==> config.mk <==
export PLATFORM = sky130hd
export DESIGN_NAME = ascon_aead_sequencer
export DESIGN_NICKNAME = d
export VERILOG_FILES = /design/src/rtl/ascon_aead_sequencer.sv
export SDC_FILE = /design/constraint.sdc
export NUM_CORES = 1
export LEC_CHECK = 0
export CORE_AREA = 4 4 56 58
export CTS_BUF_LIST = sky130_fd_sc_hd__clkbuf_4 sky130_fd_sc_hd__clkbuf_8 sky130_fd_sc_hd__clkbuf_16
export DETAILED_ROUTE_END_ITERATION = 10
export DIE_AREA = 0 0 60 62
export DONT_BUFFER_PORTS = 1
export HOLD_SLACK_MARGIN = 0.1
export PLACE_DENSITY = 0.66
export SYNTH_ARGS = -nofsm -noshare
export SYNTH_HDL_FRONTEND = slang
export SYNTH_SLANG_ARGS = --single-unit
==> constraint.sdc <==
create_clock -name clk_i -period 1.7 [get_ports clk_i]
set_input_delay 0.255 -clock clk_i [delete_from_list [all_inputs] [get_ports clk_i]]
set_output_delay 0.255 -clock clk_i [all_outputs]
set_load 0.1 [all_outputs]
==> src/rtl/ascon_aead_sequencer.sv <==
// Ascon-AEAD128 control sequencer: steps the single-round datapath one permutation
// round per cycle through init, associated data, message and finalisation.

package ascon_aead_sequencer_pkg;
   localparam int ROUND_WIDTH = 4;

   typedef enum logic [3:0] {
      AsconOp0 = 4'd0,  // plain permutation round
      AsconOp1 = 4'd1,  // load IV/key/nonce
      AsconOp2 = 4'd2,  // init end, AD follows
      AsconOp3 = 4'd3,  // init end, no AD (domain separation)
      AsconOp4 = 4'd4,  // absorb AD block
      AsconOp5 = 4'd5,  // last AD round with domain separation
      AsconOp6 = 4'd6,  // absorb/squeeze message block
      AsconOp7 = 4'd7,  // last message block plus key xor
      AsconOp8 = 4'd8   // final round, tag out
   } ascon_op_e;
endpackage

module ascon_aead_sequencer
   import ascon_aead_sequencer_pkg::*;
#(
   parameter int BLOCK_AW = 8
) (
   input  logic                   clk_i,
   input  logic                   rst_i,
   input  logic                   start_i,
   input  logic                   ad_present_i,
   input  logic                   decrypt_i,
   input  logic                   di_valid_i,
   input  logic                   di_last_i,
   output logic                   di_ready_o,
   output ascon_op_e              op_o,
   output logic [ROUND_WIDTH-1:0] round_o,
   output logic                   decrypt_o,
   output logic [BLOCK_AW-1:0]    di_blk_no_o,
   output logic                   state_we_o,
   output logic                   do_valid_o,
   output logic                   tag_valid_o,
   output logic                   busy_o
);

   // Handshake: a block is consumed in exactly the cycles where di_valid_i and
   // di_ready_o are both high; di_ready_o only rises in WAIT_AD/WAIT_MSG, and
   // the accepted block's round runs in that same cycle.

   typedef enum logic [2:0] {
      ST_IDLE,
      ST_INIT,
      ST_WAIT_AD,
      ST_AD,
      ST_WAIT_MSG,
      ST_MSG,
      ST_FINAL
   } state_e;

   localparam logic [ROUND_WIDTH-1:0] RND_LAST  = ROUND_WIDTH'(11);
   localparam logic [ROUND_WIDTH-1:0] RND_ONE   = ROUND_WIDTH'(1);
   localparam logic [ROUND_WIDTH-1:0] RND_ABS   = ROUND_WIDTH'(4);
   localparam logic [ROUND_WIDTH-1:0] RND_AFTER = ROUND_WIDTH'(5);

   state_e                  state_q, state_d;
   logic [ROUND_WIDTH-1:0]  rnd_q, rnd_d;
   logic [BLOCK_AW-1:0]     blk_q, blk_d;
   logic                    ad_present_q, ad_present_d;
   logic                    decrypt_q, decrypt_d;
   logic                    ad_last_q, ad_last_d;

   always_ff @(posedge clk_i) begin
      if (rst_i) begin
         state_q      <= ST_IDLE;
         rnd_q        <= '0;
         blk_q        <= '0;
         ad_present_q <= 1'b0;
         decrypt_q    <= 1'b0;
         ad_last_q    <= 1'b0;
      end else begin
         state_q      <= state_d;
         rnd_q        <= rnd_d;
         blk_q        <= blk_d;
         ad_present_q <= ad_present_d;
         decrypt_q    <= decrypt_d;
         ad_last_q    <= ad_last_d;
      end
   end

   always_comb begin
      state_d      = state_q;
      rnd_d        = rnd_q;
      blk_d        = blk_q;
      ad_present_d = ad_present_q;
      decrypt_d    = decrypt_q;
      ad_last_d    = ad_last_q;
      op_o         = AsconOp0;
      round_o      = '0;
      state_we_o   = 1'b0;
      di_ready_o   = 1'b0;
      do_valid_o   = 1'b0;
      tag_valid_o  = 1'b0;

      unique case (state_q)
         ST_IDLE: begin
            if (start_i) begin
               ad_present_d = ad_present_i;
               decrypt_d    = decrypt_i;
               rnd_d        = '0;
               blk_d        = '0;
               state_d      = ST_INIT;
            end
         end

         ST_INIT: begin
            state_we_o = 1'b1;
            round_o    = rnd_q;
            op_o       = (rnd_q == '0) ? AsconOp1 : AsconOp0;
            if (rnd_q == RND_LAST) begin
               op_o    = ad_present_q ? AsconOp2 : AsconOp3;
               state_d = ad_present_q ? ST_WAIT_AD : ST_WAIT_MSG;
               blk_d   = '0;
            end else begin
               rnd_d = rnd_q + RND_ONE;
            end
         end

         ST_WAIT_AD: begin
            if (di_valid_i) begin
               di_ready_o = 1'b1;
               state_we_o = 1'b1;
               round_o    = RND_ABS;
               op_o       = AsconOp4;
               ad_last_d  = di_last_i;
               rnd_d      = RND_AFTER;
               state_d    = ST_AD;
            end
         end

         ST_AD: begin
            state_we_o = 1'b1;
            round_o    = rnd_q;
            if (rnd_q == RND_LAST) begin
               // Domain separation lands on the final round of the last AD block.
               if (ad_last_q) begin
                  op_o    = AsconOp5;
                  state_d = ST_WAIT_MSG;
                  blk_d   = '0;
               end else begin
                  state_d = ST_WAIT_AD;
                  blk_d   = blk_q + BLOCK_AW'(1);
               end
            end else begin
               rnd_d = rnd_q + RND_ONE;
            end
         end

         ST_WAIT_MSG: begin
            if (di_valid_i) begin
               di_ready_o = 1'b1;
               state_we_o = 1'b1;
               do_valid_o = 1'b1;
               if (di_last_i) begin
                  round_o = '0;
                  op_o    = AsconOp7;
                  rnd_d   = RND_ONE;
                  state_d = ST_FINAL;
               end else begin
                  round_o = RND_ABS;
                  op_o    = AsconOp6;
                  rnd_d   = RND_AFTER;
                  state_d = ST_MSG;
               end
            end
         end

         ST_MSG: begin
            state_we_o = 1'b1;
            round_o    = rnd_q;
            if (rnd_q == RND_LAST) begin
               state_d = ST_WAIT_MSG;
               blk_d   = blk_q + BLOCK_AW'(1);
            end else begin
               rnd_d = rnd_q + RND_ONE;
            end
         end

         ST_FINAL: begin
            state_we_o = 1'b1;
            round_o    = rnd_q;
            if (rnd_q == RND_LAST) begin
               op_o        = AsconOp8;
               tag_valid_o = 1'b1;
               state_d     = ST_IDLE;
               blk_d       = '0;
            end else begin
               rnd_d = rnd_q + RND_ONE;
            end
         end

         default: begin
            state_d = ST_IDLE;
         end
      endcase
   end

   assign busy_o      = (state_q != ST_IDLE);
   assign decrypt_o   = decrypt_q;
   assign di_blk_no_o = blk_q;

endmodule

-- After elaboration in Yosys (flattened, before gate mapping)
Index checks and enable logic that the tools add are counted.
- memory bits (writable): 0
- memory bits (read-only): 0
- output and inout port bits: 22
- input port bits: 7
- memories kept: 0
- bits in latches: 0
- register bits after elaboration: 18
- word-level logic and storage cells: 79
- bitwise logic cells: 0
- divide/modulo/power cells: 0
- eq/ne operators: 16
- reduce and logical (&&, ||, !) cells: 13
- $mul: 0
- add/sub/neg operators: 2
- muxes and demuxes: 42
- $lt $le $gt $ge: 0
- shift-type cells: 0
- operator list (cell ; number):
    $mux W3 ; 16
    $mux W8 ; 5
    $pmux W8 S4 ; 1
    $pmux W3 S7 ; 1
    $mux W4 ; 5
    $pmux W4 S5 ; 1
    $ne A2 B2 Y1 const B ; 8
    $pmux W4 S4 ; 1
    $pmux W4 S3 ; 1
    $reduce_and A5 Y1 ; 2
    $eq A3 B3 Y1 const B ; 3
    $add A8 B1 Y8 const B ; 1
    $mux W1 ; 8
    $reduce_bool A4 Y1 ; 2
    $reduce_and A7 Y1 ; 1
    $eq A3 B2 Y1 const B ; 2
    $add A4 B1 Y4 const B ; 1
    $eq A4 B4 Y1 const B ; 1
    $logic_not A4 Y1 ; 1
    $mux W2 ; 2
    $reduce_and A2 Y1 ; 2
    $reduce_or A2 Y1 ; 2
    $reduce_or A4 Y1 ; 1
    $eq A3 B1 Y1 const B ; 1
    other kinds (4) ; 4

-- Logic depth before layout (Yosys ltp)
- depth after elaboration: 4
- mapped depth: 7
- mapped depth without buffers: 5

-- Worst setup path before layout
OpenSTA, ideal clock, no wires.
- path type: reg-to-output
- start: reg state_q[1]
- end: out round_o[2]
- cell stages (with the launch flop): 7
- arrival: 3.241 ns
- required time: 1.445 ns
- buffers on the path: 3
- setup slack: -1.796 ns
- path through: dfxtp_1 > buf_4 > clkbuf_1 > buf_1 > nand2_1 > o31a_1 > o21ai_0
- longest elaborated chain between the ends: 3
- elaborated cells between the ends (all ways): 8
- those cells by class: eq/ne (6); mux (1); reduce/logical (1)
- RTL lines (what ; RTL line ; text):
    start: declaration ; 62 ; state_e state_q, state_d;
    start signal: assignment ; 78 ; state_q <= state_d;
    $eq A3 B3 Y1, or another cell as far along ; 101 ; unique case (state_q)
    $reduce_or A4 Y1 (no source line) ; n/a ;
    $pmux W4 S3 (*) ; 101 ;
    end: declaration ; 34 ; output logic [ROUND_WIDTH-1:0] round_o,
Mark *: on every way between the ends. The rest lies on a longest branch, timed or not.

-- Worst setup path in the final report
- start: reg rnd_q[0]
- end: out op_o[2]
- longest elaborated chain between the ends: 3
- RTL lines (what ; RTL line ; text):
    start: declaration ; 63 ; logic [ROUND_WIDTH-1:0] rnd_q, rnd_d;
    start signal: assignment ; 79 ; rnd_q <= rnd_d;
    $eq A4 B4 Y1 ; 140 ; if (rnd_q == RND_LAST) begin
    $mux W3 ; 140 ;
    $pmux W4 S5 ; 101 ;
    end: declaration ; 33 ; output ascon_op_e op_o,
Every way passes these cells.

==> impl_metrics.env <==
export IMPL_ys_ff_latch=18
export IMPL_cts_tree="done"
export IMPL_leakage_nw=0.891
export IMPL_synth_seq_area_share_pct=27.8
export IMPL_finalSetupViolCount=21
export IMPL_syn_to_final_growth_pct=80.8
export IMPL_synthCells=170
export IMPL_mostFrequentLayoutCells="buf_4 (38), buf_6 (14), buf_12 (13)"
export IMPL_max_freq_ghz=0.522
export IMPL_grt_pass1_vias=1610
export IMPL_mostFrequentLayoutCell="buf_4"
export IMPL_fin_ws_ns=-0.214
export IMPL_startpoint_type="flip-flop"
export IMPL_period_needed_ns=1.91
export IMPL_die_w_um=60
export IMPL_dpl_hpwl_um=2760
export IMPL_cts_buffers_inserted=3
export IMPL_synth_top_area_share_pct=27.8
export IMPL_tightest_slew_ns=0.706
export IMPL_met2_wirelength_um=2700
export IMPL_drc=0
export IMPL_fp_dieH_um=62
export IMPL_yosysWarnings=0
export IMPL_arrival_ns=1.66
export IMPL_critical_path_cell_chain="ha_4 > and4b_2 > nand4b_1 > nand2_4 > buf_12"
export IMPL_first_iter_violations=134
export IMPL_ir_drop_v=0.000655
export IMPL_slowest_stage="dfxtp_4"
export IMPL_max_cap_violations=0
export IMPL_hold_viol_final=0
export IMPL_insertion_delay_ns=0.30
export IMPL_grt_first_pass_wirelength_um=7400
export IMPL_p_per_area_mw_per_mm2=559
export IMPL_clockBufferDepth=2
export IMPL_via_per_inst=6.58
export IMPL_clk_pin_slew_worst_paths_ns=0.11
export IMPL_rsz0062_at_grt="true"
export IMPL_h_tree_depth=1
export IMPL_hp_start="ad_present_i"
export IMPL_portBuffers=0
export IMPL_r2r_start="state_q[2]$_SDFFE_PP0P_"
export IMPL_cts_sinks=18
export IMPL_design_core_area_mm2=0.00266
export IMPL_via_count=1705
export IMPL_grt_util_all_layers_pct=26.0
export IMPL_worstHoldPathType="in2reg"
export IMPL_ys_flop_type="dfxtp_1"
export IMPL_wl_per_cell_um=20.9
export IMPL_crit_type="reg2out"
export IMPL_io_pins=29
export IMPL_cts_root_buf="clkbuf_4"
export IMPL_wl_met1_um=1990
export IMPL_synth_area_leaders="dfxtp_1 (28%), a21oi_1 (5.4%), nand2_1 (4.3%)"
export IMPL_critPathRequiredTime_ns=1.44
export IMPL_slew_limit_headroom_pct=52.8
export IMPL_yosysUniqueCellTypes=45
export IMPL_fin_skew_ns=0.00217
export IMPL_startpoint="rnd_q[0]$_SDFFE_PP0P_"
export IMPL_synth_edff_count=0
export IMPL_cp_top_family="simple AND/OR/NAND/NOR gates"
export IMPL_wl_met3_um=456
export IMPL_drt_pass1_iterations=7
export IMPL_fin_cells=259
export IMPL_syn_cell_area_mm2=0.00130
export IMPL_dp_cells=229
export IMPL_row_count=19
export IMPL_ant_nets=0
export IMPL_syn_area_per_cell_um2=7.62
export IMPL_finalWirelength_um=5410
export IMPL_yosysTopAreaCell="dfxtp_1"
export IMPL_start_util_pct=48.7
export IMPL_n_antenna_cell=0
export IMPL_fin_nets=239
export IMPL_timing_final_crit_share_pct=113
export IMPL_grt_antenna_before_repair=0
export IMPL_grt_overflow_total=0
export IMPL_async_reset_ff_share_pct=0
export IMPL_failed_checks="negative setup slack"
export IMPL_endpoint_kind="output port"
export IMPL_crit_buf_inv=1
export IMPL_cpPeakStageDelay_ns=0.41
export IMPL_synth_nets=180
export IMPL_final_max_slew_viol_count=0
export IMPL_fin_util_pct=88.0
export IMPL_crit_fanout=5
export IMPL_place_congestion=0.878
export IMPL_top_layer_used="met4"
export IMPL_grt_max_degree=17
export IMPL_drive_above_1_share_pct=53.5
export IMPL_dieArea_mm2=0.00372
export IMPL_status="finished, violations left"
[power by group]
part	switching, mW	internal, mW	total (mW)
Combinational	0.361	0.244	0.604
Clock	0.144	0.0857	0.230
Sequential	0.0343	0.441	0.475
[area by class of cell]
class	count	area, um2
Clock buffer	3	22.5
Clock inverter	1	3.75
Fill cell	130	319
Inverter	6	31.3
Multi-Input combinational cell	133	1110
Sequential cell	18	389
Tap cell	31	38.8
Timing Repair Buffer	67	746
[worst register-to-register path: stages (launching register included)]
cell and delay, ns:
dfxtp_4 0.39, buf_12 0.14, buf_4 0.15, and3_1 0.17, a211o_1 0.26, or4b_1 0.54, a21oi_1 0.16
[flip-flops by register name, indices dropped and copies added (netlist names)]
register,cells
ad_last_q,1
ad_present_q,1
decrypt_o,1
di_blk_no_o,8
rnd_q,4
state_q,3
[stage by stage]
| stage | hold slack, ns | setup TNS, ns | total power [mW] | worst slack, ns | instance area, um2 |
|---|---|---|---|---|---|
| 2_1_floorplan | 0.402 | -0.979 | 0.847 | -0.163 | 1490 |
| 3_3_place_gp | 0.320 | 0 | 0.948 | 0.0252 | 1880 |
| 3_5_place_dp | 0.319 | -0.0608 | 0.957 | -0.0279 | 1880 |
| 4_1_cts | 0.103 | -1.28 | 1.25 | -0.157 | 2230 |
| 5_1_grt | 0.128 | -3.57 | 1.35 | -0.266 | 2340 |
| 6_report | 0.0978 | -2.27 | 1.31 | -0.214 | 2340 |
[worst paths after layout]
| kind | slack (ns) | cells after the start | end |
|---|---|---|---|
| min | 0.1 | 2 | ad_present_q$_SDFFE_PP0P_ |
| min reg2reg | 0.54 | 1 | di_blk_no_o[4]$_SDFFE_PP0P_ |
| max | -0.21 | 5 | op_o[2] |
| max reg2reg | -0.19 | 6 | rnd_q[2]$_SDFFE_PP0P_ |
[metal layers]
metal | GRT usage (%) | vias to the layer above
met5 | 0 | -
met4 | 12.3 | 0
met3 | 4.34 | 27
met2 | 46.9 | 111
met1 | 29.8 | 819
li1 | - | 748
[cell families after synthesis]
logic type                 after synthesis  share of synthesized area, %
AOI/OAI and AO/OA                       50                          26.4
xor gates and xnor gates                 2                          1.35
adders and majority gates                3                          2.90
buffers and inverters                   19                          6.37
DFF                                     18                          27.8
muxes                                    7                          5.60
and+or+nand+nor                         71                          29.6
[synthesized netlist by cell type (all sizes together), types with 2 or more instances]
library cell,instances
a41oi,3
and2,2
or3,4
clkbuf,7
nand4b,2
nor4,2
dfxtp,18
nand2,15
nor3,2
and3,4
ha,3
nand3,7
a211oi,2
mux2,2
o21ai,9
nand3b,4
nor2,14
a31oi,3
a311oi,6
inv,6
a21oi,14
nand4,2
xnor2,2
nand2b,8
buf,6
mux2i,5
a211o,2
[repair_timing]
action / CTS / global route
pin swaps: 31 / 13
gates resized for setup: 38 / 18
hold buffers: 1 / 0
endpoints found under the setup margin: 20 / 25
buffers inserted: 20 / 5
hold endpoints to repair: 16 / 0
cloned: 1 / 0
No activity file was read; power rests on OpenSTA's default activity.
